==> src/rtl/replay_fsm_param_if.sv <==
// Replay-buffer controller bus.
// Groups the controller's handshake and FIFO-facing signals.
//   slave  : the controller's view. Link-layer requests and PHY/FIFO status
//            come in; FIFO strobes and forwarded events go out.
//   master : the environment's view (segment mux, FIFO, physical layer).
// Signal names keep the _i/_o suffixes as seen from the controller.
interface replay_fsm_param_if #(
  parameter int SEGS_PER_TLP = 10,
  parameter int CNT_W        = 12
);
  localparam int SEL_W = $clog2(SEGS_PER_TLP);

  logic             we_i;
  logic [1:0]       acknak_i;
  logic             to_i;
  logic             busy_n;
  logic             rdy_i;
  logic [CNT_W-1:0] num_to_rep;

  logic             rst;
  logic             we_o;
  logic [SEL_W-1:0] seg_sel;
  logic [1:0]       acknak_o;
  logic             to_o;
  logic             rep;
  logic [CNT_W-1:0] rep_idx;
  logic             rdy_o;
  logic             busy_n_o;
  logic             retrain_o;
  logic [7:0]       replay_num_o;

  modport slave (
    input  we_i, acknak_i, to_i, busy_n, rdy_i, num_to_rep,
    output rst, we_o, seg_sel, acknak_o, to_o, rep, rep_idx,
           rdy_o, busy_n_o, retrain_o, replay_num_o
  );

  modport master (
    output we_i, acknak_i, to_i, busy_n, rdy_i, num_to_rep,
    input  rst, we_o, seg_sel, acknak_o, to_o, rep, rep_idx,
           rdy_o, busy_n_o, retrain_o, replay_num_o
  );
endinterface

==> src/rtl/replay_fsm_param.sv <==
// Replay-buffer controller for the data-link layer.
// Writes TLP segments into the replay FIFO, forwards ACKs, and runs NAK /
// timeout replays with busy_n handshaking towards the physical layer. Events
// that arrive while the controller is busy are queued in pending flags and
// serviced from IDLE. After REPLAY_MAX consecutive replays the next replay
// request turns into a one-cycle link-retrain request instead.
// Ports:
//   clk, reset_n : clock, synchronous active-low reset
//   bus (slave)  : we_i/acknak_i/to_i requests, busy_n/rdy_i/num_to_rep status;
//                  rst/we_o/seg_sel/rep/rep_idx FIFO controls, acknak_o/to_o
//                  forwarded events, rdy_o/busy_n_o/retrain_o/replay_num_o status.
// All outputs are decoded from registers only.
module replay_fsm_param #(
  parameter int SEGS_PER_TLP = 10,
  parameter int CNT_W        = 12,
  parameter int REPLAY_MAX   = 3
) (
  input  logic                clk,
  input  logic                reset_n,
  replay_fsm_param_if.slave   bus
);
  localparam int               SEL_W    = $clog2(SEGS_PER_TLP);
  localparam logic [SEL_W-1:0] SEG_LAST = SEL_W'(SEGS_PER_TLP - 1);
  localparam logic [7:0]       RMAX     = 8'(REPLAY_MAX);
  localparam logic [CNT_W-1:0] ONE      = CNT_W'(1);

  typedef enum logic [2:0] {
    S_RESET, S_IDLE, S_WRITE, S_ACK, S_REPLAY_REQ, S_WAIT_PHY, S_REPLAY, S_RETRAIN
  } state_t;

  state_t           state_q, state_d;
  logic [SEL_W-1:0] seg_q, seg_d;
  logic [CNT_W-1:0] k_q, k_d;
  logic [CNT_W-1:0] count_to_q, count_to_d;
  logic [CNT_W-1:0] rep_idx_q, rep_idx_d;
  logic             rep_q, rep_d;
  logic             pend_ack_q, pend_ack_d;
  logic             pend_rep_q, pend_rep_d;
  logic             kind_nak_q, kind_nak_d;  // kind of the queued replay event
  logic             cur_nak_q, cur_nak_d;    // kind of the replay being forwarded
  logic             rdy_q;
  logic [7:0]       rnum_q, rnum_d;

  logic live_ack, live_nak, live_rep;
  logic eff_ack, eff_rep, eff_nak;

  function automatic logic [7:0] sat_inc8(input logic [7:0] v);
    return (v == 8'hFF) ? v : v + 8'd1;
  endfunction

  // A NAK together with a timeout counts as a NAK.
  assign live_ack = (bus.acknak_i == 2'b01);
  assign live_nak = (bus.acknak_i == 2'b10);
  assign live_rep = live_nak | bus.to_i;
  assign eff_ack  = pend_ack_q | live_ack;
  assign eff_rep  = pend_rep_q | live_rep;
  assign eff_nak  = live_rep ? live_nak : kind_nak_q;

  // Next-state and register updates
  always_comb begin
    state_d    = state_q;
    seg_d      = seg_q;
    k_d        = k_q;
    count_to_d = count_to_q;
    rep_idx_d  = rep_idx_q;
    rep_d      = 1'b0;
    pend_ack_d = pend_ack_q;
    pend_rep_d = pend_rep_q;
    kind_nak_d = kind_nak_q;
    cur_nak_d  = cur_nak_q;
    rnum_d     = rnum_q;

    // Outside IDLE, incoming events are only queued; the last replay kind wins.
    if (state_q != S_IDLE && state_q != S_RESET) begin
      pend_ack_d = pend_ack_q | live_ack;
      if (live_rep) begin
        pend_rep_d = 1'b1;
        kind_nak_d = live_nak;
      end
    end

    unique case (state_q)
      S_RESET: state_d = S_IDLE;
      S_IDLE: begin
        seg_d = '0;
        k_d   = '0;
        // Live events not serviced this cycle are folded into the pending flags.
        if (bus.we_i) begin
          state_d    = S_WRITE;
          pend_ack_d = eff_ack;
          pend_rep_d = eff_rep;
          kind_nak_d = eff_nak;
        end else if (eff_ack) begin
          state_d    = S_ACK;
          pend_ack_d = 1'b0;
          pend_rep_d = eff_rep;
          kind_nak_d = eff_nak;
        end else if (eff_rep) begin
          pend_rep_d = 1'b0;
          kind_nak_d = eff_nak;
          cur_nak_d  = eff_nak;
          state_d    = (rnum_q == RMAX) ? S_RETRAIN : S_REPLAY_REQ;
        end
      end
      S_WRITE: begin
        seg_d = seg_q + SEL_W'(1);
        if (seg_q == SEG_LAST) begin
          seg_d   = '0;
          state_d = S_IDLE;
        end
      end
      S_ACK: begin
        rnum_d  = 8'd0;
        state_d = S_IDLE;
      end
      S_REPLAY_REQ: begin
        rnum_d  = sat_inc8(rnum_q);
        state_d = S_WAIT_PHY;
      end
      S_WAIT_PHY: begin
        // The exit decision uses the value being captured on the same edge.
        count_to_d = bus.num_to_rep;
        k_d        = '0;
        if (bus.busy_n) state_d = (bus.num_to_rep != '0) ? S_REPLAY : S_IDLE;
      end
      S_REPLAY: begin
        if (bus.busy_n) begin
          rep_d     = 1'b1;
          rep_idx_d = k_q;
          k_d       = k_q + ONE;
          if (k_q == count_to_q - ONE) state_d = S_IDLE;
        end
      end
      S_RETRAIN: begin
        rnum_d     = 8'd0;
        pend_rep_d = 1'b0;
        state_d    = S_IDLE;
      end
      default: state_d = S_RESET;
    endcase
  end

  // State register
  always_ff @(posedge clk) begin
    if (!reset_n) begin
      state_q    <= S_RESET;
      seg_q      <= '0;
      k_q        <= '0;
      count_to_q <= '0;
      rep_idx_q  <= '0;
      rep_q      <= 1'b0;
      pend_ack_q <= 1'b0;
      pend_rep_q <= 1'b0;
      kind_nak_q <= 1'b0;
      cur_nak_q  <= 1'b0;
      rdy_q      <= 1'b0;
      rnum_q     <= 8'd0;
    end else begin
      state_q    <= state_d;
      seg_q      <= seg_d;
      k_q        <= k_d;
      count_to_q <= count_to_d;
      rep_idx_q  <= rep_idx_d;
      rep_q      <= rep_d;
      pend_ack_q <= pend_ack_d;
      pend_rep_q <= pend_rep_d;
      kind_nak_q <= kind_nak_d;
      cur_nak_q  <= cur_nak_d;
      rdy_q      <= bus.rdy_i;
      rnum_q     <= rnum_d;
    end
  end

  // Moore output decode
  logic fwd_rep;
  assign fwd_rep          = (state_q == S_REPLAY_REQ) || (state_q == S_WAIT_PHY);
  assign bus.rst          = (state_q == S_RESET);
  assign bus.we_o         = (state_q == S_WRITE);
  assign bus.seg_sel      = (state_q == S_WRITE) ? seg_q : '0;
  assign bus.acknak_o     = (state_q == S_ACK) ? 2'b01 :
                            (fwd_rep && cur_nak_q) ? 2'b10 : 2'b00;
  assign bus.to_o         = fwd_rep && !cur_nak_q;
  assign bus.rep          = rep_q;
  assign bus.rep_idx      = rep_idx_q;
  assign bus.rdy_o        = (state_q == S_IDLE) && rdy_q;
  assign bus.busy_n_o     = !(fwd_rep || (state_q == S_REPLAY));
  assign bus.retrain_o    = (state_q == S_RETRAIN);
  assign bus.replay_num_o = rnum_q;
endmodule

==> src/flat_wrapper.sv <==
// flat-port wrapper written by rule: the top's interface ports become plain ports
module replay_fsm_param_flat 
#(
  parameter int SEGS_PER_TLP = 10,
  parameter int CNT_W        = 12,
  parameter int REPLAY_MAX   = 3
)
  (clk, reset_n, bus_we_i, bus_acknak_i, bus_to_i, bus_busy_n, bus_rdy_i, bus_num_to_rep, bus_rst, bus_we_o, bus_seg_sel, bus_acknak_o, bus_to_o, bus_rep, bus_rep_idx, bus_rdy_o, bus_busy_n_o, bus_retrain_o, bus_replay_num_o);
  replay_fsm_param_if #(.SEGS_PER_TLP(SEGS_PER_TLP), .CNT_W(CNT_W)) bus_i ();
  input  logic clk;
  input  logic reset_n;
  input wire logic [$bits(bus_i.we_i)-1:0] bus_we_i;
  input wire logic [$bits(bus_i.acknak_i)-1:0] bus_acknak_i;
  input wire logic [$bits(bus_i.to_i)-1:0] bus_to_i;
  input wire logic [$bits(bus_i.busy_n)-1:0] bus_busy_n;
  input wire logic [$bits(bus_i.rdy_i)-1:0] bus_rdy_i;
  input wire logic [$bits(bus_i.num_to_rep)-1:0] bus_num_to_rep;
  output wire logic [$bits(bus_i.rst)-1:0] bus_rst;
  output wire logic [$bits(bus_i.we_o)-1:0] bus_we_o;
  output wire logic [$bits(bus_i.seg_sel)-1:0] bus_seg_sel;
  output wire logic [$bits(bus_i.acknak_o)-1:0] bus_acknak_o;
  output wire logic [$bits(bus_i.to_o)-1:0] bus_to_o;
  output wire logic [$bits(bus_i.rep)-1:0] bus_rep;
  output wire logic [$bits(bus_i.rep_idx)-1:0] bus_rep_idx;
  output wire logic [$bits(bus_i.rdy_o)-1:0] bus_rdy_o;
  output wire logic [$bits(bus_i.busy_n_o)-1:0] bus_busy_n_o;
  output wire logic [$bits(bus_i.retrain_o)-1:0] bus_retrain_o;
  output wire logic [$bits(bus_i.replay_num_o)-1:0] bus_replay_num_o;
  assign bus_i.we_i = bus_we_i;
  assign bus_i.acknak_i = bus_acknak_i;
  assign bus_i.to_i = bus_to_i;
  assign bus_i.busy_n = bus_busy_n;
  assign bus_i.rdy_i = bus_rdy_i;
  assign bus_i.num_to_rep = bus_num_to_rep;
  assign bus_rst = bus_i.rst;
  assign bus_we_o = bus_i.we_o;
  assign bus_seg_sel = bus_i.seg_sel;
  assign bus_acknak_o = bus_i.acknak_o;
  assign bus_to_o = bus_i.to_o;
  assign bus_rep = bus_i.rep;
  assign bus_rep_idx = bus_i.rep_idx;
  assign bus_rdy_o = bus_i.rdy_o;
  assign bus_busy_n_o = bus_i.busy_n_o;
  assign bus_retrain_o = bus_i.retrain_o;
  assign bus_replay_num_o = bus_i.replay_num_o;
  replay_fsm_param #(.SEGS_PER_TLP(SEGS_PER_TLP), .CNT_W(CNT_W), .REPLAY_MAX(REPLAY_MAX)) u_core (.clk(clk), .reset_n(reset_n), .bus(bus_i));
endmodule
==> config.mk <==
export PLATFORM = sky130hd
export DESIGN_NAME = replay_fsm_param_flat
export DESIGN_NICKNAME = d
export VERILOG_FILES = /design/src/rtl/replay_fsm_param_if.sv /design/src/rtl/replay_fsm_param.sv /design/src/flat_wrapper.sv
export SDC_FILE = /design/constraint.sdc
export NUM_CORES = 1
export LEC_CHECK = 0
export ABC_AREA = 1
export CAP_MARGIN = 20
export CORE_UTILIZATION = 40
export DETAILED_ROUTE_END_ITERATION = 10
export GPL_TIMING_DRIVEN = 0
export SETUP_SLACK_MARGIN = 0.15
export SLEW_MARGIN = 20
export SYNTH_ARGS = -nofsm -noshare
export SYNTH_HDL_FRONTEND = slang
export SYNTH_SLANG_ARGS = --single-unit
==> constraint.sdc <==
create_clock -name clk -period 2.8 [get_ports clk]
set_input_delay 0.56 -clock clk [delete_from_list [all_inputs] [get_ports clk]]
set_output_delay 0.56 -clock clk [all_outputs]
set_load 0.1 [all_outputs]
=== Yosys cells after proc, flatten, opt, wreduce, memory -nomap -nowiden ===
Index checks and enable logic that the tools add are counted.

* Add/sub/neg operators: 4
* Equal/unequal tests: 20
* Muxes and demuxes: 36
* Bitwise operators: 5
* Reduce and logical (&&, ||, !) cells: 23

{| class="wikitable"
|+ Operator list
! kind !! count
|-
| 3-bit two-way mux || 8
|-
| 12-bit one-hot mux with 2 select lines || 1
|-
| 3-bit one-hot mux with 6 select lines || 1
|-
| 1-bit two-way mux || 16
|-
| 8-bit one-hot mux with 2 select lines || 1
|-
| 12-bit by 1-bit adder with 12-bit output (second input constant) || 1
|-
| 12-bit == test || 1
|-
| 3-bit == test (second input constant) || 4
|-
| 12-bit two-way mux || 1
|-
| 12-bit nonzero test || 1
|-
| 12-bit by 1-bit subtractor with 12-bit output (second input constant) || 1
|-
| 8-bit by 1-bit adder with 8-bit output (second input constant) || 1
|-
| 8-bit by 2-bit == test with 1-bit output (second input constant) || 1
|-
| 8-bit == test (second input constant) || 1
|-
| 4-bit two-way mux || 2
|-
| 8-bit two-way mux || 1
|-
| 4-bit one-hot mux with 2 select lines || 1
|-
| 2-bit AND reduction || 4
|-
| 3-bit by 2-bit == test with 1-bit output (second input constant) || 2
|-
| 2-bit two-way mux || 3
|-
| 2-bit inequality test (second input constant) || 3
|-
| 2-bit nonzero test || 3
|-
| 5-bit AND reduction || 1
|-
| 4-bit by 1-bit adder with 4-bit output (second input constant) || 1
|-
| other kinds (18) || 28
|}

* Bits in registers: 57
* Input bits: 20
* Output and inout port bits: 33
* Logic and storage cells: 100

=== Logic depth before layout (Yosys ltp) ===
* Depth in word-level cells: 8
* Mapped depth: 17
* Gate-level depth less buffers: 17

=== Worst setup path before layout ===
Ideal clock, no wire load.

* Kind: flip-flop to output port
* Start point: register u_core.state_q[2]
* End point: output port bus_seg_sel[0]
* Arrival time: 4358 ps
* Required time: 2240 ps
* Slack: -2118 ps
* Stages on the path, launching flop included: 5
* Path buffers: 1
* Path through: dfxtp_1 -> buf_4 -> nor3_1 -> inv_1 -> nor2_1

* Word-level cells in the longest chain between the ends: 2

{| class="wikitable"
|+ RTL lines
! element !! line !! text
|-
| start, declared || replay_fsm_param.sv:31 || <nowiki>state_t state_q, state_d;</nowiki>
|-
| start signal, assigned || replay_fsm_param.sv:159 || <nowiki>state_q <= state_d;</nowiki>
|-
| 3-bit by 2-bit == test with 1-bit output || -- ||
|-
| named net bus_we_o || flat_wrapper.sv:19 || <nowiki>output wire logic [$bits(bus_i.we_o)-1:0] bus_we_o;</nowiki>
|-
| 4-bit two-way mux || replay_fsm_param.sv:179 || <nowiki>assign bus.seg_sel = (state_q == S_WRITE) ? seg_q : '0;</nowiki>
|-
| end, declared || flat_wrapper.sv:20 || <nowiki>output wire logic [$bits(bus_i.seg_sel)-1:0] bus_seg_sel;</nowiki>
|}

The timed path passes the listed nets, and every way through them passes these cells.

=== Worst setup path in the final report ===
* Start point: register u_core.state_q[1]
* End point: output port bus_we_o

* Word-level cells in the longest chain between the ends: 1

{| class="wikitable"
|+ RTL lines
! element !! line !! text
|-
| 3-bit by 2-bit == test with 1-bit output || replay_fsm_param.sv:178 || <nowiki>assign bus.we_o = (state_q == S_WRITE);</nowiki>
|-
| end, declared || flat_wrapper.sv:19 ||
|}

No other way between the ends.

==> results.tsv <==
metric	value	unit
drt via density	4.84	
Mapped Cells	446	
DR vias	2966	
CTS sink count	57	
Sw Ratio	44.6	%
Post-Route Utilization	53.3	%
final hold violation count	0	
clk slew on worst S/H paths	70	ps
number of remaining DRC errors	0	
type of element launching the critical path	register	
Initial Util	41.4	%
Arrival @ worst endpoint	2000	ps
hpwl dp	5520	um
Clock Path Buffers	2	
Post-DRT Antenna Nets	0	
Final Setup Violations	0	
clock latency on the worst-skew pair	340	ps
clock power share	24.7	%
Layout area overhead	28.6	%
Distinct cells, synth	33	
Max rail drop VDD	0.790	mV
hold_ws	460	ps
synthesis warning total	0	
hold_buf cts	0	
row cnt	31	
Lkg Pwr	1.62	nW
final net count	534	
sequential share of power	31.4	%
Seq/Total Area, Yosys	37.8	%
GPL Wtd Cong	0.861	
top-count cell post-synth	nand2_1	
top layer in use	met4	
clock buffer count from CTS	9	
status	finished clean	
largest cells by area after synthesis	dfxtp_1, nand2_1, inv_1	
CTS tree	built	
EDFF count, synth	0	
Slew HR	35.0	%
register bit total from synthesis	57	
Comb power frac	43.9	%
vias in the first global route	2728	
first-pass iteration count of the detailed router	4	
top cell type's share of synthesized area	37.8	%
Avg Inst Size Synth	6.77	um2
initial drt markers	97	
CTS root buf	clkbuf_8	
Diodes inserted	0	
RSZ-0062 raised after global routing	no	
Achievable Freq	391	MHz
internal cell power	1.72	mW
Post-synth top cells	nand2_1, inv_1, dfxtp_1	
CP endpoint kind	output port	
Worst Hold Class	register to register	
antenna violations before repair	0	
Slew Viols, Final	0	
die width	88.9	um
Crit Path Category	register to output port	
Worst EP required	2240	ps
Worst Max-Slew Pin Slew	972	ps
asr flop ratio synth	0	%
Primary FF master, synth	dfxtp_1	
Post-Syn Area	0.00302	mm2
clock skew	8.62	ps
largest net degree at the start of global routing	11	
I/O Pins	53	
Max Cap Viol	0	
Detail Route met3 WL	238	um
share of cells above drive strength 1	11.3	%
M1 WL	3250	um
wire per inst	11.6	um
Mapped Nets	471	
total power divided by cell area	800	mW/mm2
Die Y	88.9	um
Port Buffer Count	52	
critical path fanouts, max	5	
Total GRT Usage	19.8	%
H-tree Lvls	3	
Switching Power	1.39	mW
core area	0.00729	mm2
post-synth top area cell	dfxtp_1	
full die area	0.00791	mm2
Final Cycle Share	91.3	%
global-route wire length before repair	12000	um
gr ovfl total	0	
met2 wire length	3560	um
Period minus WS final	2560	ps
detailed-route wire length	7100	um
## sequential cells by signal (all words and copies together), names as in the netlist
signal / flops
u_core.bus.rep: 1
u_core.kind_nak_q: 1
u_core.cur_nak_q: 1
u_core.k_q: 12
u_core.state_q: 3
u_core.bus.rep_idx: 12
u_core.bus.replay_num_o: 8
u_core.count_to_q: 12
u_core.seg_q: 4
u_core.pend_rep_q: 1
u_core.pend_ack_q: 1
u_core.rdy_q: 1
## metrics by stage
stage          TNS (ps)  setup WS (ps)  instance area (um2)  power [mW]  cells
3_3_place_gp      -71.0          -71.0                 3700        2.36    597
3_5_place_dp      -73.0          -73.0                 3700        2.38    597
6_report              0            243                 3890        3.11    613
4_1_cts               0            120                 3890        3.14    613
2_1_floorplan      -363           -121                 3060        2.09    446
5_1_grt               0            157                 3890        3.34    613
## repair_timing
action,CTS,global route
buffers inserted,0,0
endpoints found under the setup margin,12,3
gates resized for setup,24,5
## power by group through the flow
stage	combinational, mW	sequential, mW	clock [mW]
after global placement	1.37	0.995	0
after floorplan	1.05	1.03	0
after detailed placement	1.39	0.996	0
final	1.36	0.978	0.767
after global routing	1.53	0.988	0.822
after CTS	1.37	0.979	0.792
## final timing paths
kind	startpoint	end	slack, ps	cells after the start
setup reg to reg	u_core.state_q[0]	u_core.state_q[0]	920	11
setup / recovery	u_core.state_q[1]	bus_we_o	240	3
hold reg to reg	u_core.bus.rep_idx[7]	u_core.bus.rep_idx[7]	460	2
hold / removal	u_core.bus.rep_idx[7]	u_core.bus.rep_idx[7]	460	2
## cell usage in the layout (no fill, tap or decap), types with 2 or more instances in the layout
cell type        count
clkbuf_8            10
clkdlybuf4s50_1     40
o21ai_0             22
clkbuf_1             9
clkdlybuf4s15_2      5
xnor2_1              2
nor4_1               4
dlygate4sd2_1        4
nor3_4               3
dfxtp_1             57
nand2_2              3
nand4_1              2
inv_2               11
nor2_1              50
nand3b_1             3
or2_2                2
ha_1                 5
nand3_1             32
inv_1               59
nor2_4               4
clkinv_2             4
nor3_1              10
a211oi_1             5
o21ai_1              2
nand2_1             91
xor2_1               8
nor2_2               8
o21a_1               2
a21oi_1             42
## worst max-delay path, cell delays in order, from the launching register on
cell and delay (ps):
dfxtp_1 420, inv_2 120, nor3_4 240, dlygate4sd2_1 890
## cell families after synthesis
group / count (synthesis) / share of synthesized area (%)
fa+ha+maj: 5 / 2.07
compound gates: 78 / 14.0
xor+xnor: 11 / 3.64
flops: 57 / 37.8
buf+inv: 80 / 10.1
simple gates: 215 / 32.4
## area by class of cell
| class | instances | area [um2] |
|---|---|---|
| Fill cell | 796 | 3410 |
| Buffer | 10 | 41.3 |
| Sequential cell | 57 | 1140 |
| Multi-Input combinational cell | 309 | 1610 |
| Tap cell | 99 | 124 |
| Clock inverter | 6 | 57.6 |
| Inverter | 70 | 263 |
| Clock buffer | 10 | 138 |
| Timing Repair Buffer | 52 | 512 |
## layer usage
layer / vias to the layer above / global-route usage [%]
li1: 1561 / -
met1: 1344 / 23.8
met2: 53 / 34.7
met3: 8 / 4.80
met4: 0 / 6.74
met5: - / 0
Power figures use the tool's default switching activity.
